==> src/rtl/ddr_avalon_local_bridge.sv <==
// Avalon-MM burst slave to DDR2 local_* request bridge; one registered command slot, 1 clk accept-to-request, 1 clk read return.
// Backpressure: waitrequest while calibrating, while the held command is unacknowledged, or while the read-beat budget would overflow.
module ddr_avalon_local_bridge #(
    parameter int ADDR_W   = 25,
    parameter int DATA_W   = 32,
    parameter int BE_W     = 4,
    parameter int SIZE_W   = 3,
    parameter int MAX_PEND = 16,
    parameter int PEND_W   = 5
) (
    input  logic              clk,
    input  logic              reset,

    input  logic [ADDR_W-1:0] avs_address,
    input  logic              avs_read,
    input  logic              avs_write,
    input  logic [DATA_W-1:0] avs_writedata,
    input  logic [BE_W-1:0]   avs_byteenable,
    input  logic [SIZE_W-1:0] avs_burstcount,
    output logic              avs_waitrequest,
    output logic [DATA_W-1:0] avs_readdata,
    output logic              avs_readdatavalid,

    input  logic              local_init_done,
    input  logic              local_ready,
    input  logic [DATA_W-1:0] local_rdata,
    input  logic              local_rdata_valid,
    output logic [ADDR_W-1:0] local_address,
    output logic              local_read_req,
    output logic              local_write_req,
    output logic              local_burstbegin,
    output logic [SIZE_W-1:0] local_size,
    output logic [DATA_W-1:0] local_wdata,
    output logic [BE_W-1:0]   local_be,

    output logic [PEND_W-1:0] pending_beats,
    output logic              proto_err
);

    typedef enum logic [0:0] {
        IDLE     = 1'b0,
        WR_BURST = 1'b1
    } state_t;

    state_t            state;
    state_t            state_next;
    logic [SIZE_W-1:0] beat_cnt;
    logic [SIZE_W-1:0] beat_cnt_next;

    logic              cmd_valid;
    logic              stall;
    logic              rd_block;
    logic              accept;
    logic              wr_accept;
    logic              rd_accept;
    logic              bc_zero;
    logic [SIZE_W-1:0] eff_size;
    logic [PEND_W:0]   pend_sum;
    logic              pend_dec;
    logic              spurious_rdata;

    // A zero burstcount is serviced as a single beat; the flag records the violation.
    assign bc_zero   = (avs_burstcount == '0);
    assign eff_size  = bc_zero ? SIZE_W'(1) : avs_burstcount;

    assign cmd_valid = local_read_req | local_write_req;
    assign stall     = cmd_valid & ~local_ready;

    // One extra bit so the budget comparison cannot wrap.
    assign pend_sum  = {1'b0, pending_beats} + (PEND_W+1)'(eff_size);
    assign rd_block  = avs_read & (pend_sum > (PEND_W+1)'(MAX_PEND));

    assign avs_waitrequest = ~local_init_done
                           | stall
                           | rd_block
                           | ((state == WR_BURST) & avs_read);

    assign accept    = (avs_read | avs_write) & ~avs_waitrequest;
    assign wr_accept = accept & avs_write;
    assign rd_accept = accept & ~avs_write & avs_read;

    assign spurious_rdata = local_rdata_valid & (pending_beats == '0);
    assign pend_dec       = local_rdata_valid & ~spurious_rdata;

    always_ff @(posedge clk) begin
        if (reset) begin
            state    <= IDLE;
            beat_cnt <= '0;
        end else begin
            state    <= state_next;
            beat_cnt <= beat_cnt_next;
        end
    end

    always_comb begin
        state_next    = state;
        beat_cnt_next = beat_cnt;
        case (state)
            IDLE: begin
                if (wr_accept && (eff_size > SIZE_W'(1))) begin
                    state_next    = WR_BURST;
                    beat_cnt_next = eff_size - SIZE_W'(1);
                end
            end
            WR_BURST: begin
                if (wr_accept) begin
                    beat_cnt_next = beat_cnt - SIZE_W'(1);
                    if (beat_cnt == SIZE_W'(1)) begin
                        state_next = IDLE;
                    end
                end
            end
            default: begin
                state_next    = IDLE;
                beat_cnt_next = '0;
            end
        endcase
    end

    // Command slot: reloads back-to-back when a new accept lands in the handoff cycle.
    always_ff @(posedge clk) begin
        if (reset) begin
            local_address    <= '0;
            local_read_req   <= 1'b0;
            local_write_req  <= 1'b0;
            local_burstbegin <= 1'b0;
            local_size       <= '0;
            local_wdata      <= '0;
            local_be         <= '0;
        end else if (wr_accept) begin
            local_write_req <= 1'b1;
            local_read_req  <= 1'b0;
            local_wdata     <= avs_writedata;
            local_be        <= avs_byteenable;
            if (state == IDLE) begin
                local_burstbegin <= 1'b1;
                local_address    <= avs_address;
                local_size       <= eff_size;
            end else begin
                local_burstbegin <= 1'b0;
            end
        end else if (rd_accept) begin
            local_read_req   <= 1'b1;
            local_write_req  <= 1'b0;
            local_burstbegin <= 1'b1;
            local_address    <= avs_address;
            local_size       <= eff_size;
        end else if (local_ready) begin
            local_read_req   <= 1'b0;
            local_write_req  <= 1'b0;
            local_burstbegin <= 1'b0;
        end
    end

    always_ff @(posedge clk) begin
        if (reset) begin
            pending_beats <= '0;
        end else begin
            pending_beats <= pending_beats
                           + (rd_accept ? PEND_W'(eff_size) : PEND_W'(0))
                           - PEND_W'(pend_dec);
        end
    end

    always_ff @(posedge clk) begin
        if (reset) begin
            proto_err <= 1'b0;
        end else if ((bc_zero & (rd_accept | (wr_accept & (state == IDLE)))) | spurious_rdata) begin
            proto_err <= 1'b1;
        end
    end

    always_ff @(posedge clk) begin
        if (reset) begin
            avs_readdata      <= '0;
            avs_readdatavalid <= 1'b0;
        end else begin
            avs_readdata      <= local_rdata;
            avs_readdatavalid <= local_rdata_valid;
        end
    end

endmodule

==> config.mk <==
export PLATFORM = sky130hd
export DESIGN_NAME = ddr_avalon_local_bridge
export DESIGN_NICKNAME = d
export VERILOG_FILES = /design/src/rtl/ddr_avalon_local_bridge.sv
export SDC_FILE = /design/constraint.sdc
export NUM_CORES = 1
export LEC_CHECK = 0
export CAP_MARGIN = 20
export CORE_MARGIN = 2
export CORE_UTILIZATION = 42
export CTS_BUF_LIST = sky130_fd_sc_hd__clkbuf_2
export CTS_CLUSTER_SIZE = 24
export DETAILED_ROUTE_END_ITERATION = 16
export PLACE_DENSITY_LB_ADDON = 0.3
export SETUP_SLACK_MARGIN = 0.5
export SYNTH_ARGS = -nofsm -noshare
export SYNTH_HDL_FRONTEND = slang
export SYNTH_SLANG_ARGS = --single-unit
==> constraint.sdc <==
create_clock -name clk -period 5.7 [get_ports clk]
set_input_delay 0.855 -clock clk [delete_from_list [all_inputs] [get_ports clk]]
set_output_delay 0.855 -clock clk [all_outputs]
set_load 0.02 [all_outputs]
Word-level counts from Yosys, hierarchy flattened:

Index checks and enable logic that the tools add are counted.

* $add $sub $neg: 5
* order comparisons: 2
* equality and inequality tests: 4
* multiplexer cells: 21
* bitwise operators: 24
* reduce and logical (&&, ||, !) cells: 9

Operators with widths (number)
* $mux 25: 3
* $mux 3: 7
* $and 1x1->1: 11
* $mux 1: 9
* $or 1x1->1: 7
* $add 5x3->6: 1
* $gt 6x5->1 const B: 1
* $not 1->1: 6
* $pmux 3 s2: 1
* $sub 3x1->3 const B: 2
* $add 5x3->5: 1
* $logic_not 5->1: 1
* $sub 5x1->5: 1
* $ne 2x2->1 const B: 2
* $reduce_and 2->1: 2
* $reduce_bool 2->1: 2
* $eq 3x1->1 const B: 1
* $gt 3x1->1 const B: 1
* $logic_not 3->1: 1
* $reduce_bool 3->1: 1
* $ne 2x1->1 const B: 1
* $pmux 1 s2: 1
* $reduce_or 2->1: 1
* $logic_and 1x1->1: 1

* flip-flop bits (word level): 110
* input port bits: 103
* output and inout bits: 107
* word-level logic and storage cells: 78

Depth between registers and ports, before layout:

* depth after elaboration: 14
* gate-level depth with buffers: 19
* depth with buffers taken out: 19

Worst setup path before layout:

OpenSTA, ideal clock, no wires.

* kind: input port to flip-flop
* start point: input avs_burstcount[2]
* end point: register pending_beats[4]
* setup time: 0.128 ns
* data arrival time: 4.736 ns
* required time: 5.572 ns
* setup slack: 0.836 ns
* stages on the path: 19
* path buffers: 0
* path through: nor2_1 nor2_1 inv_1 ha_1 fa_1 or2_1 a2111o_1 a32o_2 or3_4 nor3_1 nand2_1 ha_1 inv_1 ha_1 fa_1 a21o_1 a21oi_1 xnor2_1 nor2_1

* longest elaborated chain between the ends: 14

RTL lines
* from (decl): RTL line 19 `input logic [SIZE_W-1:0] avs_burstcount,`
* $logic_not 3->1 *: RTL line 63 `assign bc_zero = (avs_burstcount == '0);`
* $mux 3 *: RTL line 64 `assign eff_size = bc_zero ? SIZE_W'(1) : avs_burstcount;`
* named net eff_size[0]: RTL line 57 `logic [SIZE_W-1:0] eff_size;`
* $add 5x3->6: RTL line 70 `assign pend_sum = {1'b0, pending_beats} + (PEND_W+1)'(eff_size);`
* $gt 6x5->1: RTL line 71 `assign rd_block = avs_read & (pend_sum > (PEND_W+1)'(MAX_PEND));`
* $and 1x1->1: RTL line 71
* $or 1x1->1: RTL line 75 `| rd_block`
* $or 1x1->1: RTL line 76 `| ((state == WR_BURST) & avs_read);`
* $not 1->1: RTL line 78 `assign accept = (avs_read | avs_write) & ~avs_waitrequest;`
* $and 1x1->1: RTL line 78
* $and 1x1->1 (2 in series): RTL line 80 `assign rd_accept = accept & ~avs_write & avs_read;`
* $mux 3 *: RTL line 160 `+ (rd_accept ? PEND_W'(eff_size) : PEND_W'(0))`
* $add 5x3->5 *: RTL line 160
* $sub 5x1->5 *: RTL line 161 `- PEND_W'(pend_dec);`
* to (signal assigned): RTL line 159 `pending_beats <= pending_beats`
* to (decl): RTL line 36 `output logic [PEND_W-1:0] pending_beats,`

The timed path passes the listed nets; every way through them passes the cells marked *.
A chain may end at the register's enable or synchronous reset.

Worst setup path after layout:

Same ends and word-level chain as after synthesis.

==> flow_summary.toml <==
[sta]
relSlewSlack = 0.425
clock_skew_ns = 0.0220
maxSlewViolCount = 0
fmax_ghz = 0.199
setup_viol = 0
holdWs_ns = 0.471
layout_min_cycle_time_ns = 5.02
rsz0062_at_grt = "false"
fin_crit_sh = 0.881
hold_viol_final = 0
tightestPinTransition_ns = 0.862
setup_tns_ns = 0

[min_path]
hold_class = "register to register"

[clocking]
clock-root-buffer = "clkbuf_2"
cts_made_buffers = 9
clk_pin_slew_worst_paths_ns = 0.28
htree_levels = 3
clk_latency_ns = 0.57
cts_buffer_depth = 2
cts_hold_buffers = 0
clock-sinks = 110
cts_tree = "yes"

[power]
powerDensity_nw_per_um2 = 300
p_total_w = 0.00197
ir_worst_vdd_mv = 0.150
p_leak_nw = 2.54

[job]
max_cap_violations = 0

[logic_synthesis]
syn-num-nets = 597
synth-edff-count = 0
ys_seq_area_frac = 0.512
synth_cell_type_count = 44
synthCells = 478
async_flop_share = 0
yosys_warnings = 0
syn_area_per_cell_um2 = 8.99
synthFlopType = "dfxtp_1"
synth.cell_area_um2 = 4300
yosys_register_bits = 110

[die]
io_pins = 210
die_x_um = 105
start_util = 0.436
row_count = 36
coreArea_um2 = 9860
fp.dieH_um = 105
dieArea_um2 = 11100

[placement]
placed_cell_area_um2 = 6450
dp_hpwl_mm = 8.47
portBuffers = 209
globalplace.congestion = 0.839

[route]
drt_iter0_markers = 174
dr_wl_met2_mm = 5.85
wl_met1_mm = 4.46
via_count = 3924
wl_mm = 11.5
drtAntennaViolNets = 0
wire_per_inst_um = 14.1
drtPass1Iterations = 4
met3_length_um = 915
top_layer_used = "met4"
viasPerCell = 4.81
drc = 0

[critical_path]
criticalPathCategory = "input pin to register"
crit_fanout = 4
reg2reg_slack_ns = 1.33
critical_path.startpoint_type = "input pin"
critPathRequiredTime_ns = 6.18
worst-endpoint-arrival_ns = 5.50
cp-end-kind = "register"

[final_layout]
layout_common_cells = "208 x clkdlybuf4s50_1, 139 x nand2_1, 110 x dfxtp_1"
final_core_util = 0.666
drive_gt1_frac = 0.0512
nNetsFinal = 797
mostFrequentLayoutCell = "clkdlybuf4s50_1"
fin_area_um2 = 6570
diodes = 0
synthToLayoutAreaGrowth_pct = 53.0

[global_route]
grt_pass1_wl_mm = 18.3
antenna_found_initial = 0
grt_usage = 0.206
grt_max_degree = 85
grt_overflow = 0
grt_pass1_vias = 3875

[outcome]
status = "complete, no violations"
-- cell families after synthesis --
group,Yosys count,synth area share
adders and majority gates,16,0.0501
AOI/OAI and AO/OA,71,0.100
muxes,28,0.0652
and+or+nand+nor,205,0.213
buffers and inverters,44,0.0509
xor gates and xnor gates,4,0.00815
DFF,110,0.512
-- power breakdown --
part | switching (W) | total (W) | internal (W)
Clock | 0.000255 | 0.000358 | 0.000102
Combinational | 0.000354 | 0.000708 | 0.000353
Sequential | 0.0000568 | 0.000908 | 0.000851
Total | 0.000666 | 0.00197 | 0.00131
-- stage by stage --
stage / std cells / setup slack, ns
after global routing: 816 / 0.510
final: 816 / 0.679
after detailed placement: 800 / -0.0938
after floorplan: 478 / 0.836
after global placement: 800 / 0.0656
after CTS: 816 / 0.573
-- state kept, by name (all words and copies together), names as in the netlist --
register           count
local_address         25
local_read_req         1
state                  1
local_wdata           32
local_size             3
local_write_req        1
local_burstbegin       1
avs_readdatavalid      1
proto_err              1
avs_readdata          32
local_be               4
beat_cnt               3
pending_beats          5
-- layer usage --
metal / vias to the layer above / global-route usage
met3: 19 / 0.0724
met2: 138 / 0.362
met4: 0 / 0.0886
met5: - / 0
met1: 1816 / 0.223
li1: 1951 / -
-- path summary, 6_finish.rpt --
kind | start | to | cells after the start
setup / recovery | avs_burstcount[2] | pending_beats[4] | 20
hold / removal | local_wdata[28] | local_wdata[28] | 2
setup reg to reg | pending_beats[0] | pending_beats[4] | 16
hold reg to reg | local_wdata[28] | local_wdata[28] | 2
-- cell usage after synthesis, types with 2 or more instances --
library cell | instances | area share
buf_6 | 4 | 0.010
inv_1 | 17 | 0.015
nor2b_1 | 36 | 0.052
xnor2_1 | 2 | 0.0041
nor2_1 | 12 | 0.010
a211oi_1 | 2 | 0.0035
o211ai_1 | 3 | 0.0052
a21oi_1 | 47 | 0.055
mux2i_1 | 28 | 0.065
o21ai_0 | 4 | 0.0047
or3_4 | 2 | 0.0052
a21o_1 | 3 | 0.0052
buf_8 | 2 | 0.0070
nor3_1 | 4 | 0.0047
nand3_1 | 2 | 0.0023
xor2_1 | 2 | 0.0041
fa_1 | 2 | 0.0093
clkbuf_1 | 18 | 0.016
nand2_1 | 139 | 0.12
ha_1 | 14 | 0.041
nand3b_1 | 3 | 0.0052
dfxtp_1 | 110 | 0.51
-- cell type report --
cell class,instances,area (um2)
tap,133,166
multi-input combinational,324,1890
clock buffer,10,50.0
sequential,110,2200
clock inverter,6,61.3
fill,795,3290
inverter,18,67.6
timing repair buffer,215,2130
-- what timing repair did --
item / in CTS / in global routing
hold endpoints to repair: 0 / 0
endpoints found under the setup margin: 0 / 1
setup buffers: 0 / 0
gates resized for setup: 0 / 3
-- worst max-delay path: stages --
cell	delay, ns
clkdlybuf4s50_1	0.50
nor2_2	0.08
nor2_2	0.17
inv_1	0.09
ha_1	0.23
fa_1	0.44
or2_1	0.26
a2111o_1	0.38
a32o_2	0.30
or3_4	0.36
nor3_2	0.25
nand2_1	0.10
ha_1	0.27
inv_1	0.04
ha_1	0.20
fa_1	0.41
a21o_1	0.19
a21oi_1	0.18
xnor2_1	0.14
nor2_1	0.05
Power figures use the tool's default switching activity.
